===== config.mk =====
export PLATFORM = sky130hd
export DESIGN_NAME = ram_write_buffer_flat
export DESIGN_NICKNAME = d
export VERILOG_FILES = /design/src/rtl/ram_write_buffer_if.sv /design/src/rtl/ram_write_buffer.sv /design/src/flat_wrapper.sv
export SDC_FILE = /design/constraint.sdc
export NUM_CORES = 1
export LEC_CHECK = 0
export CAP_MARGIN = 15
export CORE_MARGIN = 2
export CORE_UTILIZATION = 25
export CTS_CLUSTER_DIAMETER = 200
export DETAILED_ROUTE_END_ITERATION = 8
export PLACE_DENSITY_LB_ADDON = 0.08
export SLEW_MARGIN = 20
export SYNTH_ARGS = -nofsm -noshare
export SYNTH_HDL_FRONTEND = slang
export SYNTH_SLANG_ARGS = --single-unit

===== constraint.sdc =====
create_clock -name clk -period 5.36 [get_ports clk]
set_input_delay 1.072 -clock clk [delete_from_list [all_inputs] [get_ports clk]]
set_output_delay 1.072 -clock clk [all_outputs]
set_load 0.02 [all_outputs]

===== src/rtl/ram_write_buffer_if.sv =====
//------------------------------------------------------------------------------
// Module : ram_write_buffer_if
// Brief  : Cache request / read-return and RAM ce-ack bundle for ram_write_buffer.
// Rev    : 1.0  initial release
//------------------------------------------------------------------------------
`default_nettype none

interface ram_write_buffer_if #(
    parameter int AW = 32,
    parameter int DW = 32
);
    logic          req_ce_i;
    logic          req_we_i;
    logic [AW-1:0] req_addr_i;
    logic [3:0]    req_sel_i;
    logic [DW-1:0] req_data_i;
    logic          stall_o;
    logic [DW-1:0] rd_data_o;
    logic          rd_valid_o;
    logic          ram_ce_o;
    logic          ram_we_o;
    logic [AW-1:0] ram_addr_o;
    logic [3:0]    ram_sel_o;
    logic [DW-1:0] ram_data_o;
    logic          ram_ack_i;
    logic [DW-1:0] ram_data_i;

    modport slave (
        input  req_ce_i, req_we_i, req_addr_i, req_sel_i, req_data_i,
        input  ram_ack_i, ram_data_i,
        output stall_o, rd_data_o, rd_valid_o,
        output ram_ce_o, ram_we_o, ram_addr_o, ram_sel_o, ram_data_o
    );

    modport master (
        output req_ce_i, req_we_i, req_addr_i, req_sel_i, req_data_i,
        output ram_ack_i, ram_data_i,
        input  stall_o, rd_data_o, rd_valid_o,
        input  ram_ce_o, ram_we_o, ram_addr_o, ram_sel_o, ram_data_o
    );
endinterface

`default_nettype wire


===== src/rtl/ram_write_buffer.sv =====
//------------------------------------------------------------------------------
// Module : ram_write_buffer
// Brief  : Write-through FIFO between data cache and RAM; reads drain behind
//          queued writes. Define WBUF_READ_FWD_EN to serve full-word reads
//          directly from matching queued writes.
// Rev    : 1.0  initial release
//------------------------------------------------------------------------------
`default_nettype none

module ram_write_buffer #(
    parameter int DEPTH = 4,
    parameter int AW    = 32,
    parameter int DW    = 32
) (
    input  wire               clk,
    input  wire               rst,
    ram_write_buffer_if.slave bus
);
    localparam int                 c_PTR_W   = $clog2(DEPTH);
    localparam logic [c_PTR_W:0]   c_FULL    = (c_PTR_W+1)'(DEPTH);
    localparam logic [c_PTR_W:0]   c_CNT_ONE = (c_PTR_W+1)'(1);
    localparam logic [c_PTR_W-1:0] c_PTR_ONE = c_PTR_W'(1);

    typedef enum logic [1:0] {
        S_IDLE = 2'd0,
        S_WR   = 2'd1,
        S_RD   = 2'd2
    } state_t;

    logic [AW-1:0]    r_addr [DEPTH];
    logic [3:0]       r_sel  [DEPTH];
    logic [DW-1:0]    r_data [DEPTH];
    logic [c_PTR_W-1:0] r_head, r_tail;
    logic [c_PTR_W:0]   r_count, w_count_nxt;

    state_t        r_state;
    logic          r_ram_ce, r_ram_we;
    logic [AW-1:0] r_ram_addr;
    logic [3:0]    r_ram_sel;
    logic [DW-1:0] r_ram_data;
    logic [DW-1:0] r_rd_data;
    logic          r_rd_valid;
    logic          r_fwd_done;

    logic          w_is_rd, w_enq, w_wr_ack, w_rd_ack, w_rd_pend, w_fwd, w_stall;
    logic          w_fwd_hit;
    logic [DW-1:0] w_fwd_data;

    assign w_is_rd   = bus.req_ce_i & ~bus.req_we_i;
    assign w_enq     = bus.req_ce_i & bus.req_we_i & (r_count != c_FULL);
    assign w_wr_ack  = (r_state == S_WR) & r_ram_ce & bus.ram_ack_i;
    assign w_rd_ack  = (r_state == S_RD) & r_ram_ce & bus.ram_ack_i;
    // r_fwd_done marks the cycle after a forwarded read: the request is still
    // held by the cache but has already been answered.
    assign w_fwd     = w_is_rd & w_fwd_hit & ~r_fwd_done;
    assign w_rd_pend = w_is_rd & ~r_fwd_done;

`ifdef WBUF_READ_FWD_EN
    logic [c_PTR_W-1:0] w_idx;

    // Scan oldest to newest so the newest full-word match wins.
    always_comb begin
        w_fwd_hit  = 1'b0;
        w_fwd_data = '0;
        w_idx      = r_head;
        for (int i = 0; i < DEPTH; i++) begin
            w_idx = r_head + c_PTR_W'(i);
            if (((c_PTR_W+1)'(i) < r_count) && (r_sel[w_idx] == 4'hF) &&
                (r_addr[w_idx][AW-1:2] == bus.req_addr_i[AW-1:2])) begin
                w_fwd_hit  = 1'b1;
                w_fwd_data = r_data[w_idx];
            end
        end
    end
`else
    assign w_fwd_hit  = 1'b0;
    assign w_fwd_data = '0;
`endif

    always_comb begin
        w_count_nxt = r_count;
        if (w_enq && !w_wr_ack)
            w_count_nxt = r_count + c_CNT_ONE;
        else if (!w_enq && w_wr_ack)
            w_count_nxt = r_count - c_CNT_ONE;
    end

    always_comb begin
        w_stall = 1'b0;
        if (bus.req_ce_i) begin
            if (bus.req_we_i)
                w_stall = (r_count == c_FULL);
            else
                w_stall = ~(w_rd_ack | r_fwd_done);
        end
    end

    always_ff @(posedge clk) begin
        if (w_enq) begin
            r_addr[r_tail] <= bus.req_addr_i;
            r_sel[r_tail]  <= bus.req_sel_i;
            r_data[r_tail] <= bus.req_data_i;
        end
    end

    always_ff @(posedge clk) begin
        if (rst) begin
            r_state    <= S_IDLE;
            r_head     <= '0;
            r_tail     <= '0;
            r_count    <= '0;
            r_ram_ce   <= 1'b0;
            r_ram_we   <= 1'b0;
            r_ram_addr <= '0;
            r_ram_sel  <= '0;
            r_ram_data <= '0;
            r_rd_data  <= '0;
            r_rd_valid <= 1'b0;
            r_fwd_done <= 1'b0;
        end else begin
            r_count    <= w_count_nxt;
            r_fwd_done <= w_fwd;
            r_rd_valid <= 1'b0;
            if (w_enq)
                r_tail <= r_tail + c_PTR_ONE;
            if (w_wr_ack)
                r_head <= r_head + c_PTR_ONE;
            if (w_fwd) begin
                r_rd_valid <= 1'b1;
                r_rd_data  <= w_fwd_data;
            end
            case (r_state)
                S_IDLE: begin
                    if (r_count != '0) begin
                        r_state    <= S_WR;
                        r_ram_ce   <= 1'b1;
                        r_ram_we   <= 1'b1;
                        r_ram_addr <= r_addr[r_head];
                        r_ram_sel  <= r_sel[r_head];
                        r_ram_data <= r_data[r_head];
                    end else if (w_rd_pend) begin
                        r_state    <= S_RD;
                        r_ram_ce   <= 1'b1;
                        r_ram_we   <= 1'b0;
                        r_ram_addr <= bus.req_addr_i;
                        r_ram_sel  <= 4'hF;
                        r_ram_data <= '0;
                    end
                end
                S_WR: begin
                    // ce low here is the gap cycle after an ack: load the new head.
                    if (!r_ram_ce) begin
                        r_ram_ce   <= 1'b1;
                        r_ram_we   <= 1'b1;
                        r_ram_addr <= r_addr[r_head];
                        r_ram_sel  <= r_sel[r_head];
                        r_ram_data <= r_data[r_head];
                    end else if (bus.ram_ack_i) begin
                        r_ram_ce <= 1'b0;
                        r_state  <= (w_count_nxt != '0) ? S_WR : S_IDLE;
                    end
                end
                S_RD: begin
                    if (bus.ram_ack_i) begin
                        r_ram_ce   <= 1'b0;
                        r_rd_valid <= 1'b1;
                        r_rd_data  <= bus.ram_data_i;
                        r_state    <= S_IDLE;
                    end
                end
                default: r_state <= S_IDLE;
            endcase
        end
    end

    assign bus.stall_o    = w_stall;
    assign bus.rd_data_o  = r_rd_data;
    assign bus.rd_valid_o = r_rd_valid;
    assign bus.ram_ce_o   = r_ram_ce;
    assign bus.ram_we_o   = r_ram_we;
    assign bus.ram_addr_o = r_ram_addr;
    assign bus.ram_sel_o  = r_ram_sel;
    assign bus.ram_data_o = r_ram_data;

endmodule

`default_nettype wire


===== src/flat_wrapper.sv =====
// flat-port wrapper written by rule: the top's interface ports become plain ports
module ram_write_buffer_flat 
#(
    parameter int DEPTH = 4,
    parameter int AW    = 32,
    parameter int DW    = 32
)
  (clk, rst, bus_req_ce_i, bus_req_we_i, bus_req_addr_i, bus_req_sel_i, bus_req_data_i, bus_ram_ack_i, bus_ram_data_i, bus_stall_o, bus_rd_data_o, bus_rd_valid_o, bus_ram_ce_o, bus_ram_we_o, bus_ram_addr_o, bus_ram_sel_o, bus_ram_data_o);
  ram_write_buffer_if #(.AW(AW), .DW(DW)) bus_i ();
  input  wire clk;
  input  wire rst;
  input wire logic [$bits(bus_i.req_ce_i)-1:0] bus_req_ce_i;
  input wire logic [$bits(bus_i.req_we_i)-1:0] bus_req_we_i;
  input wire logic [$bits(bus_i.req_addr_i)-1:0] bus_req_addr_i;
  input wire logic [$bits(bus_i.req_sel_i)-1:0] bus_req_sel_i;
  input wire logic [$bits(bus_i.req_data_i)-1:0] bus_req_data_i;
  input wire logic [$bits(bus_i.ram_ack_i)-1:0] bus_ram_ack_i;
  input wire logic [$bits(bus_i.ram_data_i)-1:0] bus_ram_data_i;
  output wire logic [$bits(bus_i.stall_o)-1:0] bus_stall_o;
  output wire logic [$bits(bus_i.rd_data_o)-1:0] bus_rd_data_o;
  output wire logic [$bits(bus_i.rd_valid_o)-1:0] bus_rd_valid_o;
  output wire logic [$bits(bus_i.ram_ce_o)-1:0] bus_ram_ce_o;
  output wire logic [$bits(bus_i.ram_we_o)-1:0] bus_ram_we_o;
  output wire logic [$bits(bus_i.ram_addr_o)-1:0] bus_ram_addr_o;
  output wire logic [$bits(bus_i.ram_sel_o)-1:0] bus_ram_sel_o;
  output wire logic [$bits(bus_i.ram_data_o)-1:0] bus_ram_data_o;
  assign bus_i.req_ce_i = bus_req_ce_i;
  assign bus_i.req_we_i = bus_req_we_i;
  assign bus_i.req_addr_i = bus_req_addr_i;
  assign bus_i.req_sel_i = bus_req_sel_i;
  assign bus_i.req_data_i = bus_req_data_i;
  assign bus_i.ram_ack_i = bus_ram_ack_i;
  assign bus_i.ram_data_i = bus_ram_data_i;
  assign bus_stall_o = bus_i.stall_o;
  assign bus_rd_data_o = bus_i.rd_data_o;
  assign bus_rd_valid_o = bus_i.rd_valid_o;
  assign bus_ram_ce_o = bus_i.ram_ce_o;
  assign bus_ram_we_o = bus_i.ram_we_o;
  assign bus_ram_addr_o = bus_i.ram_addr_o;
  assign bus_ram_sel_o = bus_i.ram_sel_o;
  assign bus_ram_data_o = bus_i.ram_data_o;
  ram_write_buffer #(.DEPTH(DEPTH), .AW(AW), .DW(DW)) u_core (.clk(clk), .rst(rst), .bus(bus_i));
endmodule

Word-level counts from Yosys, hierarchy flattened

Memory sizes are Yosys's and may differ from the RTL's. A register that Yosys moved wholly into a read port is not among the register bits.
Cells that the tools add are included.

Register bits: 112
Bits in writable memories: 272
Bits of input ports: 105
Output and inout port bits: 104
Word-level logic and storage cells: 93
Memories: 3

$add $sub $neg: 4
Equality and inequality tests: 9
Muxes and demuxes: 42
Bitwise gates (word level): 10
Reductions and logical operators: 14

Memory list:

| name          | words | bits a word | rd ports | clocked after Yosys merged registers in | wr ports | line                   | RTL |
|---|---|---|---|---|---|---|---|
| u_core.r_addr | 4     | 32          | 1        | 1                                       | 1        | ram_write_buffer.sv:30 | `logic [AW-1:0] r_addr [DEPTH];` |
| u_core.r_data | 4     | 32          | 1        | 1                                       | 1        | ram_write_buffer.sv:32 | `logic [DW-1:0] r_data [DEPTH];` |
| u_core.r_sel  | 4     | 4           | 1        | 1                                       | 1        | ram_write_buffer.sv:31 | `logic [3:0] r_sel [DEPTH];` |

Operators with widths:

| operator                                          | count |
|---|---|
| two-way mux 32 bit                                | 6 |
| one-hot mux 32 bit (2 select lines)               | 2 |
| two-way mux 2 bit                                 | 11 |
| two-way mux 1 bit                                 | 14 |
| two-way mux 4 bit                                 | 3 |
| nonzero test 3 bit                                | 3 |
| one-hot mux 4 bit (2 select lines)                | 1 |
| AND 1 bit                                         | 7 |
| two-way mux 3 bit                                 | 2 |
| != test 2 bit (second input constant)             | 3 |
| one-hot mux 2 bit (3 select lines)                | 1 |
| AND reduction 3 bit                               | 2 |
| adder 2 x 1 -> 2 bit (second input constant)      | 2 |
| AND reduction 4 bit                               | 1 |
| adder 3 x 1 -> 3 bit (second input constant)      | 1 |
| == test 3 bit (second input constant)             | 1 |
| != test 3 x 1 -> 1 bit (second input constant)    | 1 |
| != test 3 bit (second input constant)             | 1 |
| inverter 1 bit                                    | 3 |
| one-hot mux 1 bit (3 select lines)                | 1 |
| subtractor 3 x 1 -> 3 bit (second input constant) | 1 |
| == test 2 x 1 -> 1 bit (second input constant)    | 1 |
| == test 2 bit (second input constant)             | 1 |
| logical AND 1 bit                                 | 2 |
| 7 further kinds                                   | 8 |

Longest topological paths before layout

Gate-level depths: netlist of the first run.

Depth after elaboration: 11
Depth in mapped cells: 9

Worst setup path before layout of the first run

No wires, ideal clock.

Path type: input port to flip-flop
Start: in bus_req_we_i
End: mem u_core.r_addr[0][0] (enable)
Data arrival time: 2939 ps
Required time: 4926 ps
Slack: 1988 ps
Cell stages on the path: 2
Buffers on the path: 0
Cells stage by stage: and2_2 -> and3_1

Cells in the longest elaborated chain, start to end: 4

RTL lines:

| element                                 | line                    | RTL |
|---|---|---|
| start, declared                         | flat_wrapper.sv:13      | `input wire logic [$bits(bus_i.req_we_i)-1:0] bus_req_we_i;` |
| AND 1 bit (2 in a row)                  | ram_write_buffer.sv:50  | `assign w_enq = bus.req_ce_i & bus.req_we_i & (r_count != c_FULL);` |
| two-way mux 1 bit                       | ram_write_buffer.sv:99  | `if (w_enq) begin` |
| two-way mux 1 bit (implied by the code) | ram_write_buffer.sv:100 | `r_addr[r_tail] <= bus.req_addr_i;` |
| end, declared                           | ram_write_buffer.sv:30  |  |

No other way between the ends.

Final worst setup path of the first run

Start: in bus_ram_ack_i
End: out bus_stall_o

Cells in the longest elaborated chain, start to end: 4

RTL lines:

| element           | line                   | RTL |
|---|---|---|
| start, declared   | flat_wrapper.sv:17     | `input wire logic [$bits(bus_i.ram_ack_i)-1:0] bus_ram_ack_i;` |
| AND 1 bit         | ram_write_buffer.sv:52 | `assign w_rd_ack = (r_state == S_RD) & r_ram_ce & bus.ram_ack_i;` |
| inverter 1 bit    | ram_write_buffer.sv:94 | `w_stall = ~(w_rd_ack \| r_fwd_done);` |
| two-way mux 1 bit | ram_write_buffer.sv:91 | `if (bus.req_we_i)` |
| two-way mux 1 bit | ram_write_buffer.sv:90 | `if (bus.req_ce_i) begin` |
| end, declared     | flat_wrapper.sv:19     | `output wire logic [$bits(bus_i.stall_o)-1:0] bus_stall_o;` |

No other way between the ends.

==> flow_summary.ini, run 1 <==
[cts]
clk_pin_slew_worst_paths_ns = 0.05
cts-resized-gates = 0
holdBufCountCts = 0
cts_num_sinks = 386
cts-htree-levels = 2
cts_inserted_buffers = 46
clk_latency_ns = 0.58
post-cts-setup-buffer-count = 0
cts_tree = built
cts_root_buf = clkbuf_16
clock_path_buffers = 3

[logic_synthesis]
synth_area_um2 = 14670
yosys.cell_types.count = 43
synth_seq_cells = 386
yosysWarnings = 0
ys_seq_area_share_pct = 71.24
netlist_instances = 890
synth_nets = 1002
syn_area_per_cell_um2 = 16.48

[layout]
nets = 1211
area_growth_pct = 29.59
diodes = 0
drive_above_1_share_pct = 17.43

[timing]
slew_viol_final = 0
finalSetupTns_ns = 0
tightest_slew_ns = 0.8022
fin_crit_ns = 3.789
hold_viol = 0
finalSetupViolCount = 0
finalClockSkew_ns = 0.01783
rsz0062_at_grt = no
setup_slack_ns = 1.571
maxSlewHeadroom_pct = 46.52
whs_ns = 0.4523
max_freq_mhz = 263.9
post-route-period-util_pct = 70.70

[pwr]
power_frac_clock_pct = 33.3
intPower_mw = 6.243
p_leak_nw = 6.054
p_switching_mw = 2.837
p_seq_share_pct = 40.6
ir_worst_vdd_mv = 0.4317
powerDensity_nw_per_um2 = 477.7
switching_share_pct = 31.24
p_comb_share_pct = 26.0

[drt]
avgRoutedWirePerCell_um = 20.14
num_vias = 8221
drt-met1-wl_um = 17470
drc = 0
top_layer_used = met5
wl_met2_um = 17920
dr_wl_met3_um = 2058
drt-total-wl_um = 38290
vias_per_cell = 4.325
dr.pass1.iters = 4
drt_iter0_markers = 357
ant_nets = 0

[grt]
track_usage_pct = 12.67
antenna_found_initial = 3
grt_first_pass_wirelength_um = 57080
grt_max_degree = 60
overflow = 0
grt_pass1_vias = 8755

[critical_path]
cp.required_ns = 4.29
critical_path_class = input pin to primary output
critPathSlowestCell = clkdlybuf4s50_1
cp-end-kind = primary output
cp-start-kind = input pin
crit_fanout = 6
worstPathCellList = clkdlybuf4s50_1, nand2_1, nor4b_1, a211oi_1, clkdlybuf4s50_1
cpMostUsedCell = clkdlybuf4s50_1
arrival_ns = 2.72
crit_path_max_incr_delay_ns = 0.61

[outcome]
status = complete, no violations

[placed_design]
place_congestion = 0.6571
post-place-ws_ns = 1.551
io_buffers = 208
hpwl_um = 21090

[die]
die_w_um = 246.2
core_area_um2 = 57810
start_util_pct = 25.38
die_h_um = 246.2
rows = 88
dieArea_um2 = 60630
io-pin-count = 209

[worst_hold_path]
hp-class = flop to flop

[run]
maxCapViolCount = 0
[kinds of logic (layout without fill, tap and decap cells)]
kind of cell / after synthesis / count (layout) / synth area share (%)
AOI/OAI and AO/OA: 115 / 115 / 5.937
xor gates and xnor gates: 5 / 5 / 0.2986
adders and majority gates: 7 / 7 / 0.5970
buffers and inverters: 65 / 311 / 2.789
DFF: 386 / 386 / 71.24
muxes: 101 / 101 / 12.69
and+or+nand+nor: 211 / 211 / 6.448
[sequential cells by signal, summed over array words and instances, names as in the netlist, named ones only]
signal / cells
u_core.r_sel: 16
u_core.bus.ram_we_o: 1
u_core.bus.ram_sel_o: 4
u_core.bus.ram_ce_o: 1
u_core.bus.ram_data_o: 32
u_core.r_count: 3
u_core.r_addr: 128
u_core.r_tail: 2
u_core.bus.rd_valid_o: 1
u_core.r_head: 2
u_core.bus.rd_data_o: 32
u_core.bus.ram_addr_o: 32
u_core.r_data: 128
u_core.r_state: 2
[layer usage]
metal / global-route usage, % / up-vias
met3: 3.017 / 55
met4: 4.118 / 6
met1: 16.73 / 4145
met5: 0 / -
li1: - / 3824
met2: 20.42 / 191
[Yosys cell counts, drive strengths merged]
cell type / number / area share [%]
and2: 3 / 0.15
a22oi: 1 / 0.051
nand3: 32 / 1.1
mux4: 68 / 10
clkbuf: 21 / 0.59
a211oi: 38 / 3.0
o311ai: 1 / 0.060
buf: 38 / 2.0
ha: 7 / 0.60
and3: 5 / 0.25
or2: 1 / 0.060
xor2: 3 / 0.18
a21oi: 69 / 2.5
nor2: 54 / 1.4
o21ai: 3 / 0.13
nand3b: 2 / 0.10
mux2i: 33 / 2.3
xnor2: 2 / 0.12
inv: 6 / 0.15
a31oi: 1 / 0.043
nor3: 2 / 0.068
nand2: 106 / 2.7
nand2b: 1 / 0.094
and4bb: 1 / 0.085
nand4b: 1 / 0.16
edfxtp: 272 / 56
dfxtp: 114 / 16
nor4b: 1 / 0.060
a311oi: 1 / 0.060
o221ai: 1 / 0.10
nor3b: 2 / 0.21
[worst max-delay path, delay by kind of cell]
family	cells	cell delay, ns
AO/OA/AOI/OAI	1	0.09
buffers and inverters	2	1.17
AND/OR/NAND/NOR	2	0.38
[power groups by stage]
stage | combinational (mW) | clock [mW] | sequential (mW)
final | 2.37 | 3.03 | 3.69
after global routing | 2.59 | 3.27 | 3.73
after CTS | 2.44 | 3.16 | 3.70
after detailed placement | 2.43 | 0 | 3.76
after global placement | 2.42 | 0 | 3.76
after floorplan | 1.37 | 0 | 3.92
[cell type report]
cell class | instances | area, um2
Clock buffer | 65 | 1305
Clock inverter | 20 | 168.9
Fill cell | 5615 | 38800
Inverter | 6 | 22.52
Multi-Input combinational cell | 439 | 3841
Sequential cell | 386 | 10460
Tap cell | 765 | 957.2
Timing Repair Buffer | 220 | 2257
[through the flow]
stage,power [mW],std cells,area [um2],utilization (%)
final,9.080,1901,19010,32.89
after global routing,9.590,1901,19010,32.89
after CTS,9.309,1901,19000,32.88
after detailed placement,6.195,1816,17530,30.33
after global placement,6.182,1816,17530,30.33
after floorplan,5.285,890,14670,-
[path summary, 6_finish.rpt]
check,start,end,slack (ns),depth (start not counted)
worst max-delay path,bus_ram_ack_i,bus_stall_o,1.57,5
worst min-delay path,u_core.bus.rd_data_o[1],u_core.bus.rd_data_o[1],0.45,2
worst max register to register,u_core.r_count[0],u_core.bus.ram_addr_o[23],2.83,8
worst min register to register,u_core.bus.rd_data_o[1],u_core.bus.rd_data_o[1],0.45,2
[cells in the final DEF (no fill, tap or decap), types with 13 or more instances in the layout]
master / synthesis / routed
edfxtp_1: 272 / 272
nor2_1: 54 / 54
a21oi_1: 67 / 67
nand3_1: 32 / 32
clkbuf_1: 19 / 13
dfxtp_1: 114 / 112
mux4_2: 68 / 68
clkbuf_16: 0 / 48
nand2_1: 105 / 105
mux2i_1: 33 / 33
a211oi_2: 32 / 32
clkdlybuf4s50_1: 0 / 207
Power figures use the tool's default switching activity.
==> run 2, diff against run 1 <==
==> constraint.sdc (replaced) <==
create_clock -name clk -period 3.1 [get_ports clk]
set_input_delay 0.62 -clock clk [delete_from_list [all_inputs] [get_ports clk]]
set_output_delay 0.62 -clock clk [all_outputs]
set_load 0.02 [all_outputs]
==> flow_summary.ini, run 2 (same netlist as run 1, synthesis figures left out) <==
[outcome]
status = complete, no violations

[critical_path]
crit_fanout = 10
cp.required_ns = 2.48
arrival_ns = 1.96
reg2reg_depth = 5
cp-start-kind = flop
cp-end-kind = primary output
critical_path_class = flop to primary output

[timing]
finalSetupViolCount = 0
post-route-period-util_pct = 83.09
fin_crit_ns = 2.576
maxSlewHeadroom_pct = 56.43
max_freq_mhz = 388.2
slew_viol_final = 0
tightest_slew_ns = 0.6536
hold_viol = 0
finalSetupTns_ns = 0
setup_slack_ns = 0.5241
finalClockSkew_ns = 0.01798
rsz0062_at_grt = no

[worst_hold_path]
hold_depth = 2
hp-class = flop to flop

[drt]
drt-total-wl_um = 38190
ant_nets = 0
drc = 0
drt_iter0_markers = 384
num_vias = 8233
vias_per_cell = 4.295
avgRoutedWirePerCell_um = 19.92
dr.pass1.iters = 4

[layout]
seq_area_um2 = 10460
drive_above_1_share_pct = 18.59
multi_input_area_um2 = 3836
nFillCells = 5657
final_common_cell = edfxtp_1
nets = 1226
most-common-layout-cells = edfxtp_1 (272), clkdlybuf4s50_1 (206), dfxtp_1 (112), nand2_1 (105), mux4_2 (68)
area_growth_pct = 31.29
reg_top3 = u_core.r_addr x128, u_core.r_data x128

[placed_design]
post-place-ws_ns = 0.2995
hpwl_um = 22140
io_buffers = 208
place_congestion = 0.6743

[cts]
post-cts-setup-buffer-count = 0
clk_latency_ns = 0.57
cts_tree = built
cts_inserted_buffers = 46
cts_root_buf = clkbuf_16
cts-htree-levels = 2
holdBufCountCts = 0
cts_num_sinks = 386
clock_path_buffers = 3
clk_pin_slew_worst_paths_ns = 0.06

[pwr]
p_leak_nw = 6.190
powerDensity_nw_per_um2 = 826.6
ir_worst_vdd_mv = 0.7162

[grt]
grt_max_degree = 62
track_usage_pct = 12.64
overflow = 0
grt_pass1_vias = 8669
antenna_found_initial = 4
grt_first_pass_wirelength_um = 56840

[die]
die_w_um = 246.2
rows = 88
die_h_um = 246.2
core_area_um2 = 57810
start_util_pct = 25.38
io-pin-count = 209
dieArea_um2 = 60630

[run]
maxCapViolCount = 0
run 2: area by class of cell:
type / count / share of cell area [%]
repair buffers: 235 / 12.90
diodes: 1 / 0.01299
clock buffers: 65 / 6.769
well taps: 765 / 4.970
inverters: 6 / 0.1169
clock inverters: 20 / 1.013
flip-flops and latches: 386 / 54.30
multi-input cells: 439 / 19.92
run 2: routing by layer:
| metal | GRT usage (%) | vias to the layer above | part of all wire (%) |
|---|---|---|---|
| li1 | - | 3842 | - |
| met1 | 16.40 | 4146 | 45 |
| met2 | 20.63 | 178 | 48 |
| met3 | 3.464 | 59 | 5.4 |
| met4 | 3.583 | 8 | 2.1 |
| met5 | 0 | - | 0.15 |
run 2: worst paths after layout:
kind	slack, ns	startpoint	to
max	0.52	u_core.r_state[0]	bus_stall_o
min	0.45	u_core.bus.rd_data_o[26]	u_core.bus.rd_data_o[26]
max reg2reg	0.95	u_core.r_state[0]	u_core.bus.ram_addr_o[29]
min reg2reg	0.45	u_core.bus.rd_data_o[26]	u_core.bus.rd_data_o[26]
run 2: report_power, final:
| group | internal [mW] | switching (mW) | total (mW) |
|---|---|---|---|
| Clock | 3.18 | 2.14 | 5.32 |
| Sequential | 6.02 | 0.321 | 6.34 |
| Combinational | 1.80 | 2.46 | 4.26 |
| Total | 11.0 | 4.92 | 15.9 |
run 2: worst max-delay path: stages, from the launching register on:
cell	delay, ns
dfxtp_1	0.71
nor4b_1	0.14
a211oi_1	0.28
dlymetal6s2s_1	0.27
run 2: timing repair:
item | in CTS | in global routing
hold endpoints to repair | 0 | 0
resized for setup | 0 | 1
endpoints found under the setup margin | 0 | 1
run 2: stage by stage:
stage	power, mW	utilization, %	hold WS, ns	instance area [um2]	cells
detailed placement	10.85	30.72	0.4471	17760	1831
global placement	10.84	30.72	0.4419	17760	1831
floorplan	9.138	-	0.4847	14670	890
finish	15.92	33.32	0.4536	19260	1917
global route	16.81	33.31	0.4698	19260	1916
CTS	16.31	33.31	0.4551	19250	1916
